`src/rtl/jtcontra_snd_cmd_pkg.sv`:
```
// Shared definitions for the main-to-sound command mailbox:
// handshake FSM encodings and the drop counter ceiling.
package jtcontra_snd_cmd_pkg;

    typedef enum logic [1:0] {
        ST_IDLE = 2'd0,
        ST_IRQ  = 2'd1,
        ST_WAIT = 2'd2
    } snd_state_t;

    localparam logic [7:0] OVF_MAX = 8'hFF;

    // The counter sticks at its ceiling so a flood of writes cannot wrap it back to a small value.
    function automatic logic [7:0] ovf_inc(input logic [7:0] value);
        ovf_inc = (value == OVF_MAX) ? value : value + 8'd1;
    endfunction

endpackage

```
`src/rtl/jtcontra_snd_cmd_if.sv`:
```
// Main-CPU write port and sound-CPU latch/IRQ handshake of the command mailbox.
interface jtcontra_snd_cmd_if;
    logic       main_cen;
    logic       main_we;
    logic [7:0] main_din;
    logic       main_full;
    logic       snd_cen;
    logic       snd_rd;
    logic       snd_irq_ack;
    logic [7:0] snd_dout;
    logic       snd_irqn;
    logic [7:0] ovf_cnt;

    modport master (
        output main_cen, main_we, main_din,
        output snd_cen, snd_rd, snd_irq_ack,
        input  main_full, snd_dout, snd_irqn, ovf_cnt
    );

    modport slave (
        input  main_cen, main_we, main_din,
        input  snd_cen, snd_rd, snd_irq_ack,
        output main_full, snd_dout, snd_irqn, ovf_cnt
    );
endinterface

```
`src/rtl/jtcontra_snd_fifo.sv`:
```
// Show-ahead synchronous FIFO holding main-CPU commands until the sound side latches them.
// The full flag is registered, so a push is judged against the count before any same-cycle pop.
module jtcontra_snd_fifo #(
    parameter int FIFO_AW = 2,
    parameter int DW      = 8
) (
    input  logic               clk,
    input  logic               rstn,
    input  logic               push,
    input  logic               pop,
    input  logic [DW-1:0]      din,
    output logic [DW-1:0]      dout,
    output logic               empty,
    output logic               full,
    output logic [FIFO_AW:0]   count
);

    localparam logic [FIFO_AW:0]   DEPTH   = {1'b1, {FIFO_AW{1'b0}}};
    localparam logic [FIFO_AW:0]   CNT_ONE = (FIFO_AW + 1)'(1);
    localparam logic [FIFO_AW-1:0] PTR_ONE = FIFO_AW'(1);

    logic [DW-1:0]      mem [0:(1 << FIFO_AW) - 1];
    logic [FIFO_AW-1:0] wr_ptr;
    logic [FIFO_AW-1:0] rd_ptr;
    logic [FIFO_AW:0]   cnt;
    logic [FIFO_AW:0]   cnt_next;
    logic               full_r;
    logic               do_push;
    logic               do_pop;

    assign do_push = push & ~full_r;
    assign do_pop  = pop & (cnt != '0);

    always_comb begin
        cnt_next = cnt;
        case ({do_push, do_pop})
            2'b10:   cnt_next = cnt + CNT_ONE;
            2'b01:   cnt_next = cnt - CNT_ONE;
            default: cnt_next = cnt;
        endcase
    end

    // Pointers wrap naturally at the power-of-two depth.
    always_ff @(posedge clk or negedge rstn) begin
        if (!rstn) begin
            wr_ptr <= '0;
            rd_ptr <= '0;
            cnt    <= '0;
            full_r <= 1'b0;
        end else begin
            if (do_push) wr_ptr <= wr_ptr + PTR_ONE;
            if (do_pop)  rd_ptr <= rd_ptr + PTR_ONE;
            cnt    <= cnt_next;
            full_r <= (cnt_next == DEPTH);
        end
    end

    always_ff @(posedge clk) begin
        if (do_push) mem[wr_ptr] <= din;
    end

    assign dout  = mem[rd_ptr];
    assign empty = (cnt == '0);
    assign full  = full_r;
    assign count = cnt;

endmodule

```
`src/rtl/jtcontra_snd_cmd.sv`:
```
// Sound command mailbox: queues main-CPU command bytes and hands them one at a time
// to the sound CPU through a registered latch with IRQ / ack / read handshake.
module jtcontra_snd_cmd
    import jtcontra_snd_cmd_pkg::*;
#(
    parameter int FIFO_AW = 2
) (
    input  logic               clk,
    input  logic               rstn,
    jtcontra_snd_cmd_if.slave  bus
);

    snd_state_t       state;
    snd_state_t       state_next;
    logic             pop;
    logic             irq_release;
    logic             push_req;
    logic             drop;
    logic             has_cmd;
    logic [7:0]       fifo_head;
    logic             fifo_empty;
    logic             fifo_full;
    logic [FIFO_AW:0] fifo_count;
    logic [7:0]       dout_r;
    logic             irqn_r;
    logic [7:0]       ovf_r;

    assign push_req = bus.main_cen & bus.main_we;
    assign drop     = push_req & fifo_full;
    assign has_cmd  = (fifo_count != '0) & ~fifo_empty;

    jtcontra_snd_fifo #(
        .FIFO_AW (FIFO_AW),
        .DW      (8)
    ) u_fifo (
        .clk   (clk),
        .rstn  (rstn),
        .push  (push_req),
        .pop   (pop),
        .din   (bus.main_din),
        .dout  (fifo_head),
        .empty (fifo_empty),
        .full  (fifo_full),
        .count (fifo_count)
    );

    always_ff @(posedge clk or negedge rstn) begin
        if (!rstn) state <= ST_IDLE;
        else       state <= state_next;
    end

    // A read in IRQ finishes the command outright; an ack alone parks in WAIT until the read.
    always_comb begin
        state_next  = state;
        pop         = 1'b0;
        irq_release = 1'b0;
        case (state)
            ST_IDLE: begin
                if (has_cmd) begin
                    pop        = 1'b1;
                    state_next = ST_IRQ;
                end
            end
            ST_IRQ: begin
                if (bus.snd_cen && (bus.snd_irq_ack || bus.snd_rd)) begin
                    irq_release = 1'b1;
                    state_next  = bus.snd_rd ? ST_IDLE : ST_WAIT;
                end
            end
            ST_WAIT: begin
                if (bus.snd_cen && bus.snd_rd) state_next = ST_IDLE;
            end
            default: state_next = ST_IDLE;
        endcase
    end

    // The latch only loads on a pop, so it is frozen for the whole IRQ / WAIT period.
    always_ff @(posedge clk or negedge rstn) begin
        if (!rstn) begin
            dout_r <= 8'd0;
            irqn_r <= 1'b1;
        end else if (pop) begin
            dout_r <= fifo_head;
            irqn_r <= 1'b0;
        end else if (irq_release) begin
            irqn_r <= 1'b1;
        end
    end

    always_ff @(posedge clk or negedge rstn) begin
        if (!rstn)     ovf_r <= 8'd0;
        else if (drop) ovf_r <= ovf_inc(ovf_r);
    end

    assign bus.main_full = fifo_full;
    assign bus.snd_dout  = dout_r;
    assign bus.snd_irqn  = irqn_r;
    assign bus.ovf_cnt   = ovf_r;

endmodule

```
`src/flat_wrapper.sv`:
```
// flat-port wrapper written by rule: the top's interface ports become plain ports
module jtcontra_snd_cmd_flat import jtcontra_snd_cmd_pkg::*;
#(
    parameter int FIFO_AW = 2
)
  (clk, rstn, bus_main_cen, bus_main_we, bus_main_din, bus_snd_cen, bus_snd_rd, bus_snd_irq_ack, bus_main_full, bus_snd_dout, bus_snd_irqn, bus_ovf_cnt);
  jtcontra_snd_cmd_if bus_i ();
  input  logic clk;
  input  logic rstn;
  input wire logic [$bits(bus_i.main_cen)-1:0] bus_main_cen;
  input wire logic [$bits(bus_i.main_we)-1:0] bus_main_we;
  input wire logic [$bits(bus_i.main_din)-1:0] bus_main_din;
  input wire logic [$bits(bus_i.snd_cen)-1:0] bus_snd_cen;
  input wire logic [$bits(bus_i.snd_rd)-1:0] bus_snd_rd;
  input wire logic [$bits(bus_i.snd_irq_ack)-1:0] bus_snd_irq_ack;
  output wire logic [$bits(bus_i.main_full)-1:0] bus_main_full;
  output wire logic [$bits(bus_i.snd_dout)-1:0] bus_snd_dout;
  output wire logic [$bits(bus_i.snd_irqn)-1:0] bus_snd_irqn;
  output wire logic [$bits(bus_i.ovf_cnt)-1:0] bus_ovf_cnt;
  assign bus_i.main_cen = bus_main_cen;
  assign bus_i.main_we = bus_main_we;
  assign bus_i.main_din = bus_main_din;
  assign bus_i.snd_cen = bus_snd_cen;
  assign bus_i.snd_rd = bus_snd_rd;
  assign bus_i.snd_irq_ack = bus_snd_irq_ack;
  assign bus_main_full = bus_i.main_full;
  assign bus_snd_dout = bus_i.snd_dout;
  assign bus_snd_irqn = bus_i.snd_irqn;
  assign bus_ovf_cnt = bus_i.ovf_cnt;
  jtcontra_snd_cmd #(.FIFO_AW(FIFO_AW)) u_core (.clk(clk), .rstn(rstn), .bus(bus_i));
endmodule
```
`config.mk`:
```
export PLATFORM = sky130hd
export DESIGN_NAME = jtcontra_snd_cmd_flat
export DESIGN_NICKNAME = d
export VERILOG_FILES = /design/src/rtl/jtcontra_snd_cmd_pkg.sv /design/src/rtl/jtcontra_snd_cmd_if.sv /design/src/rtl/jtcontra_snd_fifo.sv /design/src/rtl/jtcontra_snd_cmd.sv /design/src/flat_wrapper.sv
export SDC_FILE = /design/constraint.sdc
export NUM_CORES = 1
export LEC_CHECK = 0
export ABC_AREA = 1
export CAP_MARGIN = 30
export CORE_UTILIZATION = 45
export CTS_CLUSTER_SIZE = 40
export DETAILED_ROUTE_END_ITERATION = 7
export HOLD_SLACK_MARGIN = 0.08
export PLACE_DENSITY = 0.69
export RECOVER_POWER = 25
export SETUP_SLACK_MARGIN = 0.15
export SLEW_MARGIN = 20
export SYNTH_ARGS = -nofsm -noshare
export SYNTH_HDL_FRONTEND = slang
export SYNTH_HIERARCHICAL = 1
export SYNTH_SLANG_ARGS = --single-unit
```
`constraint.sdc`:
```
create_clock -name clk -period 2 [get_ports clk]
set_input_delay 0.3 -clock clk [delete_from_list [all_inputs] [get_ports clk]]
set_output_delay 0.3 -clock clk [all_outputs]
set_load 0.02 [all_outputs]
```
# Word-level counts from Yosys, hierarchy flattened
# Memory sizes are Yosys's and may differ from the RTL's. A register that Yosys moved wholly into a read port is not among the register bits.
# Cells that the tools add are included.
# totals
register_bits	19
mem_bits_rw	32
in_bits	15
out_inout_bits	18
word_cells	54
memories	1
# memory_table
name	words	width	read_ports	rd_clocked_by_memory_dff	write_ports	line	source
u_core.u_fifo.mem	4	8	1	1	1	jtcontra_snd_fifo.sv:22	logic [DW-1:0] mem [0:(1 << FIFO_AW) - 1];
# op_classes
addsub	5
eq_ne	9
mux	14
n_bitwise	8
n_reduce_logical	10
# op_table
cell	n
8-bit by 1-bit adder with 8-bit output, second input constant	1
8-bit == test, second input constant	1
1-bit two-way mux	8
2-bit two-way mux	4
2-bit by 1-bit inequality test with 1-bit output, second input constant	3
2-bit case mux with 3 select lines	1
3-bit case mux with 2 select lines	1
1-bit bitwise AND	5
2-bit by 1-bit adder with 2-bit output, second input constant	2
2-bit by 1-bit == test with 1-bit output, second input constant	2
2-bit == test, second input constant	2
3-bit by 1-bit adder with 3-bit output, second input constant	1
3-bit == test, second input constant	1
3-bit logical NOT	1
1-bit inverter	3
3-bit AND reduction	1
3-bit nonzero test	1
3-bit by 1-bit subtractor with 3-bit output, second input constant	1
1-bit logical AND	2
2-bit logical NOT	1
2-bit AND reduction	1
2-bit nonzero test	1
1-bit logical NOT	1
1-bit logical OR	1

# Depth between registers and ports, before layout
# Gate-level depths: netlist of the first run.
# logic_depth
ltp_word	9
depth_mapped	16
ltp_nobuf	16

# Modules after synthesis
# Netlist of the first run, hierarchy kept.
# by_module_without_submodules
mod	instances	cells_each	area_each_um2	seq_area_each_um2
jtcontra_snd_fifo	1	134	1751.7	1161.1
jtcontra_snd_cmd	1	122	953.4	476.7

# Least setup slack after synthesis of the first run
# OpenSTA, ideal clock, no wires.
# synth_path
kind	register to register
startpoint	register u_core.u_fifo.cnt[0] (netlist: u_core/u_fifo/count[0])
endpoint	register u_core.u_fifo.full_r (netlist: u_core/u_fifo/full)
setup_time_ns	0.122
t_arrival_ns	2.016
required_time_ns	1.878
slack_ns	-0.138
stages_incl_launch_ff	16
n_path_buf	0
period_less_slack_ns	2.138
cell_sequence	dfrtp_1 inv_1 nand3_1 inv_1 inv_1 nand3_1 clkinv_1 nand2_2 clkinv_2 ha_1 inv_1 fa_1 nand2_1 o21ai_1 nand3_1 a21oi_1
# synth_between
elab_chain_len	9
word_cells_on_any_way	13
cone_classes	add/sub: 2; eq/ne: 3; mux: 3; bitwise: 3; reduce/logical: 2
# synth_lines
item	line	source
from (decl)	jtcontra_snd_fifo.sv:25	logic [FIFO_AW:0] cnt;
from (signal assigned)	jtcontra_snd_fifo.sv:53	cnt <= cnt_next;
3-bit logical NOT *	jtcontra_snd_fifo.sv:63	assign empty = (cnt == '0);
net u_core.fifo_empty	jtcontra_snd_cmd.sv:21	logic fifo_empty;
1-bit inverter *	jtcontra_snd_cmd.sv:30	assign has_cmd = (fifo_count != '0) & ~fifo_empty;
1-bit bitwise AND *	jtcontra_snd_cmd.sv:30	
1-bit two-way mux *	jtcontra_snd_cmd.sv:59	if (has_cmd) begin
1-bit two-way mux *	jtcontra_snd_cmd.sv:57	case (state)
net u_core.pop	jtcontra_snd_cmd.sv:15	logic pop;
1-bit bitwise AND *	jtcontra_snd_fifo.sv:32	assign do_pop = pop & (cnt != '0);
net u_core.u_fifo.do_pop	jtcontra_snd_fifo.sv:29	logic do_pop;
2-bit by 1-bit == test with 1-bit output / 2-bit == test (equally long branches)	jtcontra_snd_fifo.sv:36	case ({do_push, do_pop})
3-bit case mux with 2 select lines *	jtcontra_snd_fifo.sv:36	
3-bit == test *	jtcontra_snd_fifo.sv:54	full_r <= (cnt_next == DEPTH);
to (signal assigned)	jtcontra_snd_fifo.sv:54	
to (decl)	jtcontra_snd_fifo.sv:27	logic full_r;
# The timed path passes the listed nets; every way through them passes the cells marked *.
# A chain may end at the register's enable or synchronous reset.

# Worst setup path in the final report of the first run
# layout_path
startpoint	register u_core.u_fifo.cnt[1] (netlist: u_core/u_fifo/count[1])
endpoint	register u_core.u_fifo.full_r (netlist: u_core/u_fifo/full)
# Same word-level chain as after synthesis.

==> results of run 1 <==
## power by group
group	internal, uW	leakage, uW	switching [uW]	total [uW]
Clock	575	0.0000901	473	1050
Combinational	1020	0.000802	1200	2220
Sequential	1570	0.000624	212	1790
## repair_timing
action	4_1_cts	5_1_grt
pin swaps	5	0
endpoints found under the setup margin	3	3
resized for setup	4	1
buffers inserted	12	2
## flip-flops by register name, summed over array words and instances (netlist names)
name	count
u_core/bus.ovf_cnt	8
u_core/bus.snd_dout	8
u_core/bus.snd_irqn	1
u_core/state	2
u_core/u_fifo/count	3
u_core/u_fifo/full	1
u_core/u_fifo/mem	32
u_core/u_fifo/rd_ptr	2
u_core/u_fifo/wr_ptr	2
## metal layers
layer | track usage | up-vias
li1 | - | 969
met1 | 0.219 | 893
met2 | 0.299 | 41
met3 | 0.0411 | 7
met4 | 0.0891 | 0
met5 | 0 | -
## worst reg2reg max path, cell delays in order (launching register included)
cell and delay [ns]:
dfrtp_1 0.40, inv_2 0.08, nand3_2 0.08, inv_1 0.05, inv_1 0.04, nand3_2 0.08
clkinv_4 0.06, nand2_4 0.08, clkinv_4 0.06, ha_4 0.16, inv_2 0.06, fa_1 0.41
nand2_1 0.10, o21ai_2 0.07, nand3_1 0.07, a21oi_1 0.04
## worst min-delay path by stage
stage                     depth (start not counted)                     end  slack (ns)
after floorplan                                   0   u_core/bus.ovf_cnt[0]       0.004
after global placement                            2     u_core/bus.snd_irqn        0.45
after detailed placement                          2     u_core/bus.snd_irqn        0.46
after CTS                                         2  u_core/bus.snd_dout[7]        0.35
after global routing                              2     u_core/bus.snd_irqn        0.48
final                                             2     u_core/bus.snd_irqn        0.47
## cells in the final DEF (no fill, tap or decap), types with 2 or more instances in the layout
cell,netlist,routed
nand2_1,66,65
edfxtp_1,32,32
clkdlybuf4s50_1,0,29
dfrtp_1,26,26
inv_1,27,23
buf_4,0,23
nor2_1,22,21
o21ai_0,16,16
clkbuf_8,0,9
nor2_2,8,9
nand3_1,10,8
o22ai_2,8,8
inv_2,2,6
ha_1,6,5
clkinv_4,0,4
nand2_2,4,4
dlygate4sd3_1,0,3
nand3_2,1,3
o21ai_1,4,3
a21oi_1,3,3
clkbuf_1,0,2
clkinvlp_4,0,2
xnor2_1,2,2
nand2_4,1,2
o21ai_2,1,2
nand4_1,2,2
xor2_1,2,2
## cell type report
| cell class | instances | share of cell area |
|---|---|---|
| flip-flops and latches | 59 | 0.469 |
| multi-input cells | 160 | 0.263 |
| repair buffers | 57 | 0.145 |
| inverters | 33 | 0.0419 |
| clock buffers | 10 | 0.0365 |
| well taps | 72 | 0.0258 |
| clock inverters | 6 | 0.0190 |
## metrics by stage
step | area (um^2) | TNS [ns]
6_report | 3490 | 0
5_1_grt | 3490 | -0.0341
4_1_cts | 3480 | 0
3_5_place_dp | 3190 | -0.0102
3_3_place_gp | 3190 | -0.00635
2_1_floorplan | 2740 | 0
## logic make-up (layout without fill, tap and decap cells)
logic type               Yosys count  in the layout
AND/OR/NAND/NOR                  116            116
flip-flops                        59             59
buffers and inverters             37            106
AO/OA/AOI/OAI                     33             33
adder cells (fa/ha/maj)            7              7
XOR/XNOR                           4              4
==> impl_metrics.sql, run 1 <==
INSERT INTO impl_metrics (metric_group, metric, value, unit) VALUES
('route', 'avgRoutedWirePerCell', '12.3', 'um'),
('route', 'drt_pass1_iterations', '5', ''),
('die', 'die-width', '79.5', 'um'),
('die', 'placeableCoreArea', '5640', 'um^2'),
('synthesis', 'yosys.cell_types.count', '32', ''),
('synthesis', 'avg_cell_area_syn', '10.6', 'um^2'),
('route', 'route.top_layer_used', 'met4', ''),
('clock_tree', 'clk-insertion-delay-late', '0.33', 'ns'),
('setup_path', 'timing.critical_path.max_delay_family', 'adder cells', ''),
('sta', 'hold_viol_final', '0', ''),
('grt', 'gr-total-overflow', '0', ''),
('finish', 'antenna_cell_count', '0', ''),
('route', 'wl', '4870', 'um'),
('synthesis', 'ys_ff_latch', '59', ''),
('place', 'place_hpwl', '3290', 'um'),
('die', 'initial_core_utilization', '0.479', ''),
('synthesis', 'main_combinational_cell_family_by_area_after_synthesis', 'simple AND/OR/NAND/NOR gates', ''),
('grt', 'maximum_number_of_pins_on_one_net_before_global_route_repair', '28', ''),
('route', 'drc_errors', '0', ''),
('synthesis', 'async_reset_ff_frac', '0.458', ''),
('setup_path', 'critical_path_cell_count', '15', ''),
('synthesis', 'synthTopCellsByCount', '66 x nand2_1, 32 x edfxtp_1, 27 x inv_1', ''),
('outcome', 'outcome', 'complete, no violations', ''),
('synthesis', 'synth-seq-area-share', '0.605', ''),
('synthesis', 'synth_flop_cell', 'edfxtp_1', ''),
('clock_tree', 'htreeDepth', '3', ''),
('finish', 'layout_nets', '342', ''),
('setup_path', 'critical_path.startpoint_type', 'register', ''),
('sta', 'post-route-min-period', '1.92', 'ns'),
('sta', 'tightestPinTransition', '1.43', 'ns'),
('clock_tree', 'cts_buffer_count', '9', ''),
('job', 'maxCapViolCount', '0', ''),
('route', 'routed-via-count', '1910', ''),
('power', 'vdd_drop_max', '0.615', 'mV'),
('finish', 'layout-drive-gt1-share', '0.246', ''),
('setup_path', 'worstPathMaxFanout', '3', ''),
('route', 'wl_met2', '2350', 'um'),
('synthesis', 'netlist_instances', '256', ''),
('setup_path', 'startpoint', 'u_core/u_fifo/count[1]', ''),
('synthesis', 'netlist_top_cells_area', 'edfxtp_1 36%, dfrtp_1 24%, nand2_1 9.2%', ''),
('finish', 'multiInputGateArea', '918', 'um^2'),
('die', 'floorplan.rows', '27', ''),
('synthesis', 'synth-adder-area-share', '0.0352', ''),
('route', 'ant_nets', '0', ''),
('die', 'die_height', '79.5', 'um'),
('clock_tree', 'cts.clk_slew.worst_paths', '0.08', 'ns'),
('sta', 'period_share', '0.960', ''),
('setup_path', 'timing.rr.end', 'u_core/u_fifo/full', ''),
('synthesis', 'mappedNetlistNets', '278', ''),
('setup_path', 'kind_of_end_point_of_the_critical_path', 'register', ''),
('synthesis', 'synth_enable_flop_cells', '32', ''),
('setup_path', 'crit_buf_inv', '6', ''),
('place', 'place_ws', '-0.0102', 'ns'),
('setup_path', 'critPathArrivalTime', '2.15', 'ns'),
('setup_path', 'reg_to_reg_critical_path_startpoint', 'u_core/u_fifo/count[1]', ''),
('setup_path', 'regToRegSetupSlack', '0.08', 'ns'),
('clock_tree', 'cts.sink_count', '59', ''),
('finish', 'regArea', '1640', 'um^2'),
('setup_path', 'timing.critical_path.slowest_cell_delay', '0.41', 'ns'),
('setup_path', 'critPathKind', 'reg -> reg', ''),
('power', 'totalPowerFinal', '5050', 'uW'),
('synthesis', 'yosys.area_share.simple', '0.192', ''),
('route', 'avgViaCountPerCell', '4.81', ''),
('finish', 'syn2layout_area_growth', '29.2', '%'),
('sta', 'unrepaired_setup_endpoints_after_global_routing', 'true', ''),
('route', 'met3_wirelength', '170', 'um'),
('die', 'floorplan.io_pins', '33', ''),
('route', 'm1WireLength', '2300', 'um'),
('synthesis', 'synthMostInstantiatedCell', 'nand2_1', ''),
('setup_path', 'critical_path.endpoint', 'u_core/u_fifo/full', ''),
('setup_path', 'crit_path_cell_trace', 'inv_2, nand3_2, inv_1, inv_1, nand3_2, clkinv_4, nand2_4, clkinv_4, ha_4, inv_2, fa_1, nand2_1, o21ai_2, nand3_1, a21oi_1', '');
(Power assumes the default switching activity.)
==> run 2, diff against run 1 <==
--- a/config.mk
+++ b/config.mk
@@ -8,7 +8,7 @@
 export ABC_AREA = 1
 export CAP_MARGIN = 30
 export CORE_UTILIZATION = 45
-export CTS_CLUSTER_SIZE = 40
+export CTS_CLUSTER_SIZE = 14
 export DETAILED_ROUTE_END_ITERATION = 7
 export HOLD_SLACK_MARGIN = 0.08
 export PLACE_DENSITY = 0.69
==> results of run 2 <==
Final layout, timing and power as in run 1 (identical DEF).
==> run 3, diff against run 2 <==
--- a/config.mk
+++ b/config.mk
@@ -8,14 +8,12 @@
 export ABC_AREA = 1
 export CAP_MARGIN = 30
 export CORE_UTILIZATION = 45
-export CTS_CLUSTER_SIZE = 14
 export DETAILED_ROUTE_END_ITERATION = 7
 export HOLD_SLACK_MARGIN = 0.08
-export PLACE_DENSITY = 0.69
+export PLACE_DENSITY = 0.7
 export RECOVER_POWER = 25
 export SETUP_SLACK_MARGIN = 0.15
 export SLEW_MARGIN = 20
 export SYNTH_ARGS = -nofsm -noshare
 export SYNTH_HDL_FRONTEND = slang
-export SYNTH_HIERARCHICAL = 1
 export SYNTH_SLANG_ARGS = --single-unit
==> impl_metrics.sql, run 3 <==
INSERT INTO impl_metrics (metric_group, metric, value, unit) VALUES
('outcome', 'outcome', 'complete, no violations', ''),
('die', 'die-width', '78.3', 'um'),
('setup_path', 'timing.critical_path.slowest_cell_delay', '0.59', 'ns'),
('synthesis', 'yosys.area_share.xor_xnor', '0.0134', ''),
('synthesis', 'main_combinational_cell_family_by_area_after_synthesis', 'simple AND/OR/NAND/NOR gates', ''),
('clock_tree', 'clk_root_buffer_cell', 'clkbuf_8', ''),
('route', 'routed-via-count', '1832', ''),
('clock_tree', 'cts-root-to-sink-buffers', '2', ''),
('synthesis', 'synth_enable_flop_cells', '32', ''),
('clock_tree', 'tritoncts', 'yes', ''),
('grt', 'gr-total-overflow', '0', ''),
('place', 'dpl_cell_area', '3040', 'um^2'),
('setup_path', 'crit_path_cell_trace', 'clkdlybuf4s50_1', ''),
('finish', 'layout-drive-gt1-share', '0.153', ''),
('setup_path', 'critPathArrivalTime', '1.45', 'ns'),
('grt', 'maximum_number_of_pins_on_one_net_before_global_route_repair', '28', ''),
('sta', 'timing.max_slew.rel_slack', '0.0418', ''),
('power', 'leakage', '0.00142', 'uW'),
('place', 'place_hpwl', '3280', 'um'),
('synthesis', 'syn_area', '2620', 'um^2'),
('die', 'floorplan.die_area', '6130', 'um^2'),
('sta', 'max_freq', '570', 'MHz'),
('synthesis', 'synth_top_area_frac', '0.367', ''),
('grt', 'number_of_antenna_violations_at_the_first_check_in_global_routing', '0', ''),
('worst_hold_path', 'timing.hold.worst.class', 'reg -> reg', ''),
('finish', 'largest_reg_flops', '32', ''),
('sta', 'post-route-min-period', '1.75', 'ns'),
('sta', 'hold_viol_final', '0', ''),
('finish', 'finish.utilization', '0.593', ''),
('synthesis', 'mappedNetlistNets', '283', ''),
('die', 'floorplan.rows', '27', ''),
('finish', 'fillCellCount', '479', ''),
('sta', 'period_share', '0.877', ''),
('sta', 'final.setup.worst_slack', '0.247', 'ns'),
('clock_tree', 'postCtsHoldBufs', '0', ''),
('power', 'vdd_drop_max', '0.605', 'mV'),
('synthesis', 'async_reset_ff_frac', '0.458', ''),
('clock_tree', 'cts.clk_slew.worst_paths', '0.07', 'ns'),
('setup_path', 'kind_of_end_point_of_the_critical_path', 'primary output', ''),
('worst_hold_path', 'timing.hold.worst_path_depth', '2', ''),
('finish', 'final_cell_count_no_fill', '386', ''),
('setup_path', 'worstPathMaxFanout', '2', ''),
('setup_path', 'critical_path_cell_count', '1', ''),
('grt', 'first_global_vias', '1833', ''),
('synthesis', 'synth-adder-area-share', '0.0363', ''),
('synthesis', 'ys_ff_latch', '59', ''),
('setup_path', 'timing.critical_path.max_delay_family', 'buffers and inverters', ''),
('synthesis', 'synthMostInstantiatedCell', 'nand2_1', ''),
('die', 'die_height', '78.3', 'um'),
('synthesis', 'avg_cell_area_syn', '10.0', 'um^2'),
('finish', 'layout_commonest_cell', 'nand2_1', ''),
('setup_path', 'crit_buf_inv', '1', ''),
('clock_tree', 'cts_buffer_count', '9', ''),
('synthesis', 'ys.warnings.count', '0', ''),
('synthesis', 'synth-seq-area-share', '0.626', ''),
('setup_path', 'worst-endpoint-required', '1.70', 'ns'),
('die', 'initial_core_utilization', '0.472', ''),
('route', 'ant_nets', '0', ''),
('job', 'maxCapViolCount', '0', ''),
('synthesis', 'synth_compound_gate_area_share', '0.0545', ''),
('synthesis', 'netlist_instances', '261', ''),
('setup_path', 'critPathKind', 'reg -> out', ''),
('die', 'floorplan.io_pins', '33', ''),
('place', 'gp_congestion', '0.777', ''),
('finish', 'layout.cells.most_common_list', '61 x nand2_1, 45 x nor2_1, 32 x edfxtp_1', ''),
('sta', 'setup-violations-final', '0', ''),
('place', 'place_ws', '-0.00927', 'ns'),
('synthesis', 'netlist_top_cells_area', 'edfxtp_1 37%, dfrtp_1 25%, nand2_1 9.0%', ''),
('grt', 'grt_pass1_wl', '8460', 'um'),
('synthesis', 'synth_flop_cell', 'edfxtp_1', ''),
('setup_path', 'critical_path.startpoint_type', 'register', ''),
('synthesis', 'synth.mux.area_fraction', '0', ''),
('place', 'io_buffers', '32', ''),
('route', 'drc_errors', '0', ''),
('die', 'placeableCoreArea', '5540', 'um^2'),
('route', 'avgRoutedWirePerCell', '12.8', 'um'),
('finish', 'layout.cell_area.non_filler', '3290', 'um^2'),
('grt', 'grt_usage', '0.185', ''),
('finish', 'syn2layout_area_growth', '25.5', '%'),
('setup_path', 'worst-r2r-cell-count', '11', ''),
('synthesis', 'synthTopCellsByCount', '63 x nand2_1, 46 x nor2_1, 32 x edfxtp_1', ''),
('clock_tree', 'clk-insertion-delay-late', '0.34', 'ns'),
('route', 'drt_pass1_iterations', '4', ''),
('finish', 'regMostFlops', 'u_core.u_fifo.mem', ''),
('clock_tree', 'cts.sink_count', '59', ''),
('finish', 'antenna_cell_count', '0', ''),
('clock_tree', 'htreeDepth', '3', ''),
('route', 'wl', '4940', 'um'),
('finish', 'layout_nets', '331', ''),
('route', 'avgViaCountPerCell', '4.75', ''),
('sta', 'final-max-slew-violation-count', '0', ''),
('sta', 'unrepaired_setup_endpoints_after_global_routing', 'false', ''),
('route', 'detail_route.iter0.violations', '118', ''),
('sta', 'finClkSkew', '0.00528', 'ns'),
('synthesis', 'yosys.cell_types.count', '27', ''),
('power', 'totalPowerFinal', '4680', 'uW'),
('synthesis', 'yosys.area_share.simple', '0.207', ''),
('power', 'power_density', '1420', 'nW/um^2'),
('sta', 'tightestPinTransition', '1.44', 'ns'),
('setup_path', 'timing.critical_path.slowest_stage_cell', 'clkdlybuf4s50_1', ''),
('synthesis', 'post-synth-top-area-cell', 'edfxtp_1', ''),
('place', 'dp.cells', '369', '');
-- run 3: cell count changes in the layout (fill, tap and decap cells not counted), moves of 4 or more --
cell,previous run,this run
nor2_1,21,45
buf_4,23,9
o21ai_1,3,11
o22ai_2,8,0
nor2_2,9,3
nand2_1,65,61
o21ai_0,16,12
-- run 3: report_power, final --
part	switching, uW	total [uW]	leakage [uW]	internal [uW]
Clock	528	1130	0.000106	598
Combinational	1030	1760	0.000693	722
Sequential	223	1800	0.000618	1570
-- run 3: final timing paths --
check                                       start  slack, ns                endpoint
max                           u_core.bus.snd_irqn       0.25            bus_snd_irqn
min                           u_core.bus.snd_irqn       0.46     u_core.bus.snd_irqn
max reg2reg                u_core.u_fifo.count[1]       0.26      u_core.u_fifo.full
min reg2reg                   u_core.bus.snd_irqn       0.46     u_core.bus.snd_irqn
max in group asynchronous                    rstn       0.40   u_core.bus.ovf_cnt[6]
min in group asynchronous                    rstn       0.76  u_core.u_fifo.count[2]
-- run 3: area by class of cell --
class	count	area (um^2)	share of cell area
flip-flops and latches	59	1640	0.498
clock buffers	9	124	0.0377
multi-input cells	168	846	0.257
well taps	72	90.1	0.0274
clock inverters	7	85.1	0.0259
repair buffers	42	392	0.119
inverters	29	111	0.0339
-- run 3: cell families (layout without fill, tap and decap cells) --
logic type,Yosys count,in the layout
xor+xnor,4,4
buf+inv,34,87
fa+ha+maj,7,7
compound gates,28,28
flops,59,59
simple gates,129,129
-- run 3: routing by layer --
layer	up-vias	wire length [um]	global-route usage
met5	-	0	0
met2	40	2330	0.292
met1	838	2320	0.238
met4	0	111	0.0889
met3	11	177	0.0465
li1	943	-	-
-- run 3: timing repair --
| item | 4_1_cts | 5_1_grt |
|---|---|---|
| gates resized for setup | 0 | 12 |
| buffers inserted | 0 | 1 |
| hold endpoints to repair | 0 | 0 |
| endpoints found under the setup margin | 0 | 3 |
-- run 3: stage by stage --
stage	hold slack (ns)	TNS, ns
2_1_floorplan	0.00441	0
3_3_place_gp	0.451	0
3_5_place_dp	0.452	-0.00927
4_1_cts	0.343	0
5_1_grt	0.481	0
6_report	0.461	0
